[src/rtl/syncfifo_ctl.sv]
// -----------------------------------------------------------------------------
// syncfifo_ctl
//
// Single-clock FIFO with registered status. It tracks occupancy, compares the
// count against programmable thresholds, reports rejected requests, and can
// optionally present the head word without a read (first-word-fall-through).
//
// Parameters
//   WIDTH          data word width in bits (>= 1)
//   DEPTH          storage words, power of two, >= 4
//   PROG_FULL_TH   prog_full  when data_count >= PROG_FULL_TH  (1..DEPTH)
//   PROG_EMPTY_TH  prog_empty when data_count <= PROG_EMPTY_TH (0..DEPTH-1)
//   FWFT           0: data_out loads one cycle after rd_en
//                  1: head word is shown on data_out while empty == 0
//
// Ports
//   clk         clock, all state updates on the rising edge
//   rst_n       asynchronous active-low reset
//   wr_en       write request, data_in is sampled with it
//   data_in     write data
//   rd_en       read request (in FWFT mode: pop the presented word)
//   data_out    read data, don't-care while empty
//   full        data_count == DEPTH
//   empty       no word available to read
//   prog_full   data_count >= PROG_FULL_TH
//   prog_empty  data_count <= PROG_EMPTY_TH
//   data_count  stored words, 0..DEPTH
//   overflow    high for the cycle after a rejected write
//   underflow   high for the cycle after a rejected read
//
// All outputs come straight from flops. There is no combinational path from
// any input to any output.
// -----------------------------------------------------------------------------
module syncfifo_ctl #(
  parameter int WIDTH         = 8,
  parameter int DEPTH         = 512,
  parameter int PROG_FULL_TH  = DEPTH - 4,
  parameter int PROG_EMPTY_TH = 4,
  parameter bit FWFT          = 1'b0
) (
  input  logic                     clk,
  input  logic                     rst_n,
  input  logic                     wr_en,
  input  logic [WIDTH-1:0]         data_in,
  input  logic                     rd_en,
  output logic [WIDTH-1:0]         data_out,
  output logic                     full,
  output logic                     empty,
  output logic                     prog_full,
  output logic                     prog_empty,
  output logic [$clog2(DEPTH):0]   data_count,
  output logic                     overflow,
  output logic                     underflow
);

  localparam int AW = $clog2(DEPTH);
  localparam int PW = AW + 1;

  localparam logic [PW-1:0] CNT_FULL = PW'(DEPTH);
  localparam logic [PW-1:0] CNT_PF   = PW'(PROG_FULL_TH);
  localparam logic [PW-1:0] CNT_PE   = PW'(PROG_EMPTY_TH);

  // Storage. It is deliberately not reset, so it can map onto RAM.
  logic [WIDTH-1:0] mem [DEPTH];

  // Pointers carry one extra wrap bit. The low AW bits are the address, and
  // they wrap from DEPTH-1 to 0 on their own.
  logic [PW-1:0] wr_ptr, rd_ptr;
  logic [PW-1:0] wr_ptr_nxt, rd_ptr_nxt;
  logic [PW-1:0] cnt_nxt;
  logic [AW-1:0] wr_addr, rd_addr;

  logic wr_acc;   // write accepted this cycle
  logic rd_acc;   // user read accepted this cycle
  logic mem_pop;  // a word leaves the storage array this cycle

  // full and empty are registered. Acceptance therefore depends only on state
  // plus the request. If the FIFO is full and both requests arrive, the read
  // wins and the write is dropped. If the FIFO is empty and both arrive, the
  // write wins and the read is dropped.
  assign wr_acc = wr_en & ~full;
  assign rd_acc = rd_en & ~empty;

  assign wr_addr    = wr_ptr[AW-1:0];
  assign rd_addr    = rd_ptr[AW-1:0];
  assign wr_ptr_nxt = wr_ptr + {{AW{1'b0}}, wr_acc};
  assign rd_ptr_nxt = rd_ptr + {{AW{1'b0}}, mem_pop};

  // ---------------------------------------------------------------------------
  // Storage write
  // ---------------------------------------------------------------------------
  always_ff @(posedge clk) begin
    if (wr_acc) mem[wr_addr] <= data_in;
  end

  // ---------------------------------------------------------------------------
  // Pointers
  // ---------------------------------------------------------------------------
  always_ff @(posedge clk or negedge rst_n) begin
    if (!rst_n) begin
      wr_ptr <= '0;
      rd_ptr <= '0;
    end else begin
      wr_ptr <= wr_ptr_nxt;
      rd_ptr <= rd_ptr_nxt;
    end
  end

  // ---------------------------------------------------------------------------
  // Count, threshold flags and error pulses.
  // Every one is taken from the next-state count, so each updates on the same
  // edge that changes the occupancy.
  // ---------------------------------------------------------------------------
  always_ff @(posedge clk or negedge rst_n) begin
    if (!rst_n) begin
      data_count <= '0;
      full       <= 1'b0;
      prog_full  <= 1'b0;
      prog_empty <= 1'b1;
      overflow   <= 1'b0;
      underflow  <= 1'b0;
    end else begin
      data_count <= cnt_nxt;
      full       <= (cnt_nxt == CNT_FULL);
      prog_full  <= (cnt_nxt >= CNT_PF);
      prog_empty <= (cnt_nxt <= CNT_PE);
      // A rejected request pulses for one cycle. Back-to-back rejects keep the
      // flag high.
      overflow   <= wr_en & ~wr_acc;
      underflow  <= rd_en & ~rd_acc;
    end
  end

  // ---------------------------------------------------------------------------
  // Read side
  // ---------------------------------------------------------------------------
  generate
    if (FWFT) begin : g_fwft
      // data_out is the head register, and its valid flag is ~empty. Whenever
      // the register is free or being popped, it pulls the next word from the
      // array. As a result, a word written into an empty FIFO reaches data_out
      // one edge after the edge that wrote it.
      logic out_vld;
      logic out_vld_nxt;
      logic refill;

      assign out_vld     = ~empty;
      assign refill      = (~out_vld | rd_acc) & (wr_ptr != rd_ptr);
      assign out_vld_nxt = refill | (out_vld & ~rd_acc);
      assign mem_pop     = refill;

      // The occupancy includes the word held in the head register.
      assign cnt_nxt = (wr_ptr_nxt - rd_ptr_nxt) + {{AW{1'b0}}, out_vld_nxt};

      always_ff @(posedge clk or negedge rst_n) begin
        if (!rst_n) begin
          data_out <= '0;
          empty    <= 1'b1;
        end else begin
          empty <= ~out_vld_nxt;
          if (refill) data_out <= mem[rd_addr];
        end
      end
    end else begin : g_std
      // Standard mode: an accepted read loads data_out from the array. Otherwise
      // data_out keeps its last value.
      assign mem_pop = rd_acc;
      assign cnt_nxt = wr_ptr_nxt - rd_ptr_nxt;

      always_ff @(posedge clk or negedge rst_n) begin
        if (!rst_n) begin
          data_out <= '0;
          empty    <= 1'b1;
        end else begin
          empty <= (cnt_nxt == '0);
          if (rd_acc) data_out <= mem[rd_addr];
        end
      end
    end
  endgenerate

endmodule

[config.mk]
export PLATFORM = sky130hd
export DESIGN_NAME = syncfifo_ctl
export DESIGN_NICKNAME = d
export VERILOG_FILES = /design/src/rtl/syncfifo_ctl.sv
export SDC_FILE = /design/constraint.sdc
export NUM_CORES = 2
export LEC_CHECK = 0
export BUFFER_PORTS_ARGS = -buffer_cell sky130_fd_sc_hd__buf_2
export CORE_MARGIN = 2
export CORE_UTILIZATION = 39
export DETAILED_ROUTE_END_ITERATION = 7
export GPL_TIMING_DRIVEN = 0
export PLACE_DENSITY = 0.57
export REMOVE_ABC_BUFFERS = 1
export SYNTH_ARGS = -nofsm -noshare
export SYNTH_HDL_FRONTEND = slang
export SYNTH_SLANG_ARGS = --single-unit
[constraint.sdc]
create_clock -name clk -period 4.9 [get_ports clk]
set_input_delay 0.98 -clock clk [delete_from_list [all_inputs] [get_ports clk]]
set_output_delay 0.98 -clock clk [all_outputs]
set_load 0.1 [all_outputs]
[After elaboration in Yosys (flattened, before gate mapping)]
Memories as Yosys holds them, arrays and structs flattened. A register that Yosys moved wholly into a read port is not among the register bits.
Cells that the tools add are included.
Cells by class
  $add $sub $neg: 3
  magnitude comparators: 2
  equal/unequal tests: 1
  multiplexer cells: 2
  bitwise operators: 8
  reductions and logical operators: 2
Operators with widths (count)
  adder 10 x 1 -> 10 bit: 2
  == test 10 bit, second input constant: 1
  greater-or-equal comparator 10 x 9 -> 1 bit, second input constant: 1
  <= comparator 10 x 3 -> 1 bit, second input constant: 1
  zero test 10 bit: 1
  subtractor 10 bit: 1
  bitwise AND 1 bit: 4
  NOT 1 bit: 4
  2-to-1 mux 1 bit: 2
  zero test 1 bit: 1
Storage, ports and cells
  flip-flop bits (word level): 36
  memory bits (writable): 4096
  output and inout port bits: 24
  logic and storage cells: 28
  memories kept: 1
Memory list
  mem: words 512, bits a word 8, read ports 1, clocked after memory_dff 1, write ports 1, RTL line 64  | logic [WIDTH-1:0] mem [DEPTH];

[Depth between registers and ports, before layout]
  depth in word-level cells: 5
  depth in mapped cells: 15
  gate-level depth less buffers: 14

[Worst setup path before layout]
Ideal clock, no wire load.
  path type: register to register
  from: reg rd_ptr[1]
  to: reg full
  arrival: 3912 ps
  setup slack: 883 ps
  stages on the path, launching flop included: 15
  cell sequence: dfrtp_1 > buf_4 > buf_2 > buf_2 > buf_2 > buf_2 > buf_1 > xnor2_1 > fa_1 > and3b_1 > o41ai_1 > a2111o_1 > o211ai_1 > a211o_1 > nor4b_1
Between the ends
  word-level cells in the longest chain between the ends: 3
RTL lines
  from (decl): RTL line 68  | logic [PW-1:0] wr_ptr, rd_ptr;
  from (signal assigned): RTL line 105  | rd_ptr <= rd_ptr_nxt;
  adder 10 x 1 -> 10 bit: RTL line 87  | assign rd_ptr_nxt = rd_ptr + {{AW{1'b0}}, mem_pop};
  subtractor 10 bit: RTL line 168  | assign cnt_nxt = wr_ptr_nxt - rd_ptr_nxt;
  via cnt_nxt[8]: RTL line 70  | logic [PW-1:0] cnt_nxt;
  == test 10 bit: RTL line 124  | full <= (cnt_nxt == CNT_FULL);
  to (signal assigned): RTL line 124
  to (decl): RTL line 47  | output logic full,
The timed path passes the listed nets, and every way through them passes these cells.

[Worst setup path in the final report]
  from: reg empty
  to: reg prog_full
Between the ends
  word-level cells in the longest chain between the ends: 5
RTL lines
  from (decl): RTL line 48  | output logic empty,
  from (signal assigned): RTL line 175  | empty <= (cnt_nxt == '0);
  NOT 1 bit: RTL line 82  | assign rd_acc = rd_en & ~empty;
  bitwise AND 1 bit: RTL line 82
  adder 10 x 1 -> 10 bit: RTL line 87
  via rd_ptr_nxt[0]: RTL line 69  | logic [PW-1:0] wr_ptr_nxt, rd_ptr_nxt;
  subtractor 10 bit: RTL line 168
  via cnt_nxt[4]: RTL line 70
  greater-or-equal comparator 10 x 9 -> 1 bit: RTL line 125  | prog_full <= (cnt_nxt >= CNT_PF);
  to (signal assigned): RTL line 125
  to (decl): RTL line 49  | output logic prog_full,
The timed path passes the listed nets, and every way through them passes these cells.

==> results_tabular.tex <==
\begin{tabular}{lr}
\hline
Metric & Value \\
\hline
\multicolumn{2}{l}{\textbf{Layout}} \\
\quad Net count, final & 7514 \\
\quad Area Growth Syn to Fin & 13.8\% \\
\quad Non-filler cells, final & 13300 \\
\quad Share of post-route cells with drive strength above 1 & 24.6\% \\
\quad FILL cells & 34200 \\
\quad Utilization of the core after routing & 44.6\% \\
\multicolumn{2}{l}{\textbf{Clock network}} \\
\quad Num Clock Sinks & 4140 \\
\quad Latest clock arrival within the worst-skew pair & 0.99 ns \\
\quad CTS HTree Levels & 5 \\
\quad CTS buffer count & 421 \\
\quad Root buffer cell & clkbuf\_16 \\
\quad Bufs on Longest Clock Path & 4 \\
\quad Clk slew on worst S/H paths & 0.06 ns \\
\quad Clock tree from TritonCTS & done \\
\multicolumn{2}{l}{\textbf{Worst setup path}} \\
\quad Top fanout value on the critical path & 19 \\
\quad Depth of the worst register-to-register path & 12 \\
\quad CP required & 5.73 ns \\
\quad Kind of end point of the critical path & flop \\
\quad Critical path start-end classification & flop to flop \\
\quad Worst flop-to-flop path startpoint & empty \\
\quad Slack of the worst reg-to-reg path & 0.12 ns \\
\quad Arrival time at the worst endpoint & 5.61 ns \\
\quad Startpoint type of the worst setup path & flop \\
\quad Endpoint of the most critical register-to-register path & prog\_full \\
\multicolumn{2}{l}{\textbf{Power and ir drop}} \\
\quad Total power divided by cell area & 545 nW/um\^{}2 \\
\quad Overall Power & 0.0993 W \\
\quad Static leakage power & 55.9 nW \\
\quad VDD IR max & 0.392 mV \\
\multicolumn{2}{l}{\textbf{Yosys}} \\
\quad Average size of a mapped cell & 21.8 um\^{}2 \\
\quad Share of synthesized flip-flops with an asynchronous set or reset & 1.06\% \\
\quad Syn Inst Count & 7341 \\
\quad Number of warnings reported in the yosys synthesis log & 0 \\
\quad Area fraction of the dominant cell type after synthesis & 76.7\% \\
\quad Simple-gate share of the synthesized area & 2.50\% \\
\quad XOR/XNOR share of the synthesized area & 0.115\% \\
\quad Number of flops mapped to enable cells by yosys & 4096 \\
\quad Largest family of logic cells by synthesized area & multiplexers \\
\quad Combined area of all synthesized cells & 160000 um\^{}2 \\
\quad Share of the yosys chip area belonging to registers & 77.4\% \\
\quad Portion of netlist area occupied by mux cells & 16.4\% \\
\quad Distinct cells, synth & 64 \\
\quad Number of synthesized register bits & 4140 \\
\quad Cell type contributing the most total cell area after synthesis & edfxtp\_1 \\
\quad Most instantiated flip-flop cell in the synthesis netlist & edfxtp\_1 \\
\quad Share of the synthesized area in compound gates (AO/OA/AOI/OAI) & 2.03\% \\
\quad Adder-cell area share of the yosys netlist & 0.105\% \\
\quad Ranking of synthesized cells by area & edfxtp\_1, mux4\_2, nor2\_1 \\
\multicolumn{2}{l}{\textbf{Global routing}} \\
\quad Pin count of the biggest net entering global routing & 153 \\
\quad Via count of the first global-routing pass & 76800 \\
\quad Total routing usage reported by global routing & 18.8\% \\
\quad Remaining global-route overflow & 0 \\
\quad Initial antenna violation count & 13 \\
\quad First-pass GRT wire length & 567 mm \\
\quad GR Util met3 & 2.93\% \\
\quad Grt met1 use & 25.9\% \\
\quad Top Usage Layer GRT & met2 \\
\quad Met2 Resource Use GR & 30.8\% \\
\multicolumn{2}{l}{\textbf{Place}} \\
\quad Number of port buffers & 35 \\
\quad Estimated wirelength of the detail-placed design & 235 mm \\
\quad RePlAce Congestion & 0.792 \\
\quad Pre-CTS worst setup slack & -1.24 ns \\
\quad Post-Place Cells & 12500 \\
\multicolumn{2}{l}{\textbf{Timing}} \\
\quad Time the worst path needs with I/O delays and setup & 4.78 ns \\
\quad Final worst clock skew & 0.0699 ns \\
\quad Actual slew at the worst max-slew pin & 1.49 ns \\
\quad Number of hold violations in the final report & 0 \\
\quad Max-slew violation total from the final report & 0 \\
\quad Max Freq & 209 MHz \\
\quad Worst Hold Margin & 0.244 ns \\
\quad Smallest setup slack after layout & 0.119 ns \\
\quad RSZ-0062 raised after global routing & no \\
\quad Relative max-transition margin & 0.387\% \\
\quad Number of setup violations in the final report & 0 \\
\quad Portion of the clock cycle consumed by the worst path in the final layout & 97.6\% \\
\multicolumn{2}{l}{\textbf{Run status}} \\
\quad Violations in the final reports & max-capacitance violations \\
\quad Result of the run & finished, violations left \\
\multicolumn{2}{l}{\textbf{Detailed routing}} \\
\quad Via density & 5.63 \\
\quad Routed Antenna Nets & 0 \\
\quad Post-Route WL & 397 mm \\
\quad Number of vias in the routed layout & 75000 \\
\quad Number of DRC markers in iteration 0 & 7684 \\
\quad Wire per inst & 29.8 um \\
\quad DRC violations left & 0 \\
\quad Number of detailed-route iterations in the first pass & 6 \\
\multicolumn{2}{l}{\textbf{Floorplanning}} \\
\quad Die width & 645 um \\
\quad Initial core utilization & 39.2\% \\
\quad Core area & 409000 um\^{}2 \\
\quad Die H & 645 um \\
\quad Io pins & 36 \\
\quad Area of the die & 416000 um\^{}2 \\
\quad Num rows & 235 \\
\multicolumn{2}{l}{\textbf{Run}} \\
\quad Reported max-cap violation count & 1 \\
\multicolumn{2}{l}{\textbf{Min path}} \\
\quad Worst min path class & input pin to asynchronous set/reset pin \\
\hline
\end{tabular}
-- report_power, final --
group,internal (W),total (W),switching [W]
Combinational,0.0121,0.0282,0.0160
Clock,0.0181,0.0315,0.0134
Sequential,0.0392,0.0397,0.000470
Total,0.0695,0.0993,0.0299
-- synth_stat cells, drive strengths merged, types with 12 or more instances --
library cell / count
edfxtp: 4096
dfrtp: 42
o21ai: 15
nand4: 12
nor3: 43
nand2: 205
and2: 25
a31oi: 19
a21oi: 66
mux2: 34
mux4: 1067
a221oi: 31
mux2i: 189
a211oi: 72
xnor2: 13
a22oi: 122
o22ai: 63
nand3: 35
buf: 262
clkbuf: 176
nor2b: 35
nor2: 565
inv: 21
-- state kept, by name (all words and copies together) (netlist names) --
name and cells:
mem 4096, data_count 10, rd_ptr 10, wr_ptr 10, data_out 8, empty 1
full 1, overflow 1, prog_empty 1, prog_full 1, underflow 1
-- kinds of logic after synthesis --
| group | Yosys count |
|---|---|
| AOI/OAI and AO/OA | 459 |
| xor gates and xnor gates | 21 |
| adders and majority gates | 13 |
| buffers and inverters | 459 |
| DFF | 4140 |
| muxes | 1290 |
| and+or+nand+nor | 959 |
-- worst max-delay path by stage --
stage                              to  startpoint  slack, ns
after CTS                 data_out[2]   rd_ptr[0]      0.005
final                       prog_full       empty       0.12
after floorplan                  full   rd_ptr[0]     -39.76
after global placement          empty   rd_ptr[0]     -60.17
after global routing        prog_full       empty        0.1
after detailed placement   prog_empty   rd_ptr[1]      -1.24
-- placed cells by master (no fill, tap or decap), drive strengths merged, types with 8 or more instances in the layout --
cell type	count
xor2	8
a21oi	66
and3	8
nand2b	8
bufinv	36
and2	26
a211oi	72
diode	23
ha	11
nor2b	35
a22oi	122
a31oi	19
o221ai	8
o211ai	11
mux2	34
nor2	565
clkinvlp	15
buf	159
a221oi	31
nand4	12
inv	35
a311oi	8
edfxtp	4096
nor3	43
xnor2	13
dfrtp	42
clkinv	168
nand3	35
a22o	10
nand2	205
mux2i	189
clkbuf	544
mux4	1067
o21ai	15
o22ai	63
-- metrics by stage --
step	area (um^2)	TNS, ns
2_1_floorplan	158000	-1221.88
3_3_place_gp	165000	-
3_5_place_dp	168000	-13.34
4_1_cts	182000	0
5_1_grt	182000	0
6_report	182000	0
-- metal layers --
layer / part of all wire [%] / up-vias / routed length, um
met3: 6.4 / 615 / 25400
met1: 41 / 40600 / 164000
met2: 49 / 2657 / 194000
li1: - / 31100 / -
met5: 0 / - / 0
met4: 3.4 / 0 / 13500
-- worst max-delay path, stage by stage, from the launching register on --
cell,delay (ns)
dfstp_2,0.71
nand2b_4,0.40
inv_1,0.15
ha_1,0.38
ha_1,0.17
inv_1,0.06
fa_1,0.47
and3b_1,0.24
o41ai_2,0.56
nand2b_1,0.13
xnor2_1,0.71
and4_1,0.31
a41o_1,0.35
-- timing repair --
action | CTS | global route
gates cloned | 3 | 2
pin swaps | 2 | 0
setup endpoints to repair | 18 | 10
buffers inserted | 3 | 5
hold buffers | 0 | 0
resized for setup | 26 | 7
-- area by class of cell --
cell class	instances	area, um^2	share of cell area (%)
diodes	23	57.6	0.0316
clock buffers	543	11300	6.18
clock inverters	233	2150	1.18
inverters	21	81.3	0.0446
multi-input cells	2743	34300	18.8
flip-flops and latches	4140	124000	68.1
well taps	5451	6820	3.74
repair buffers	163	3550	1.95
No activity file was read; power rests on OpenSTA's default activity.
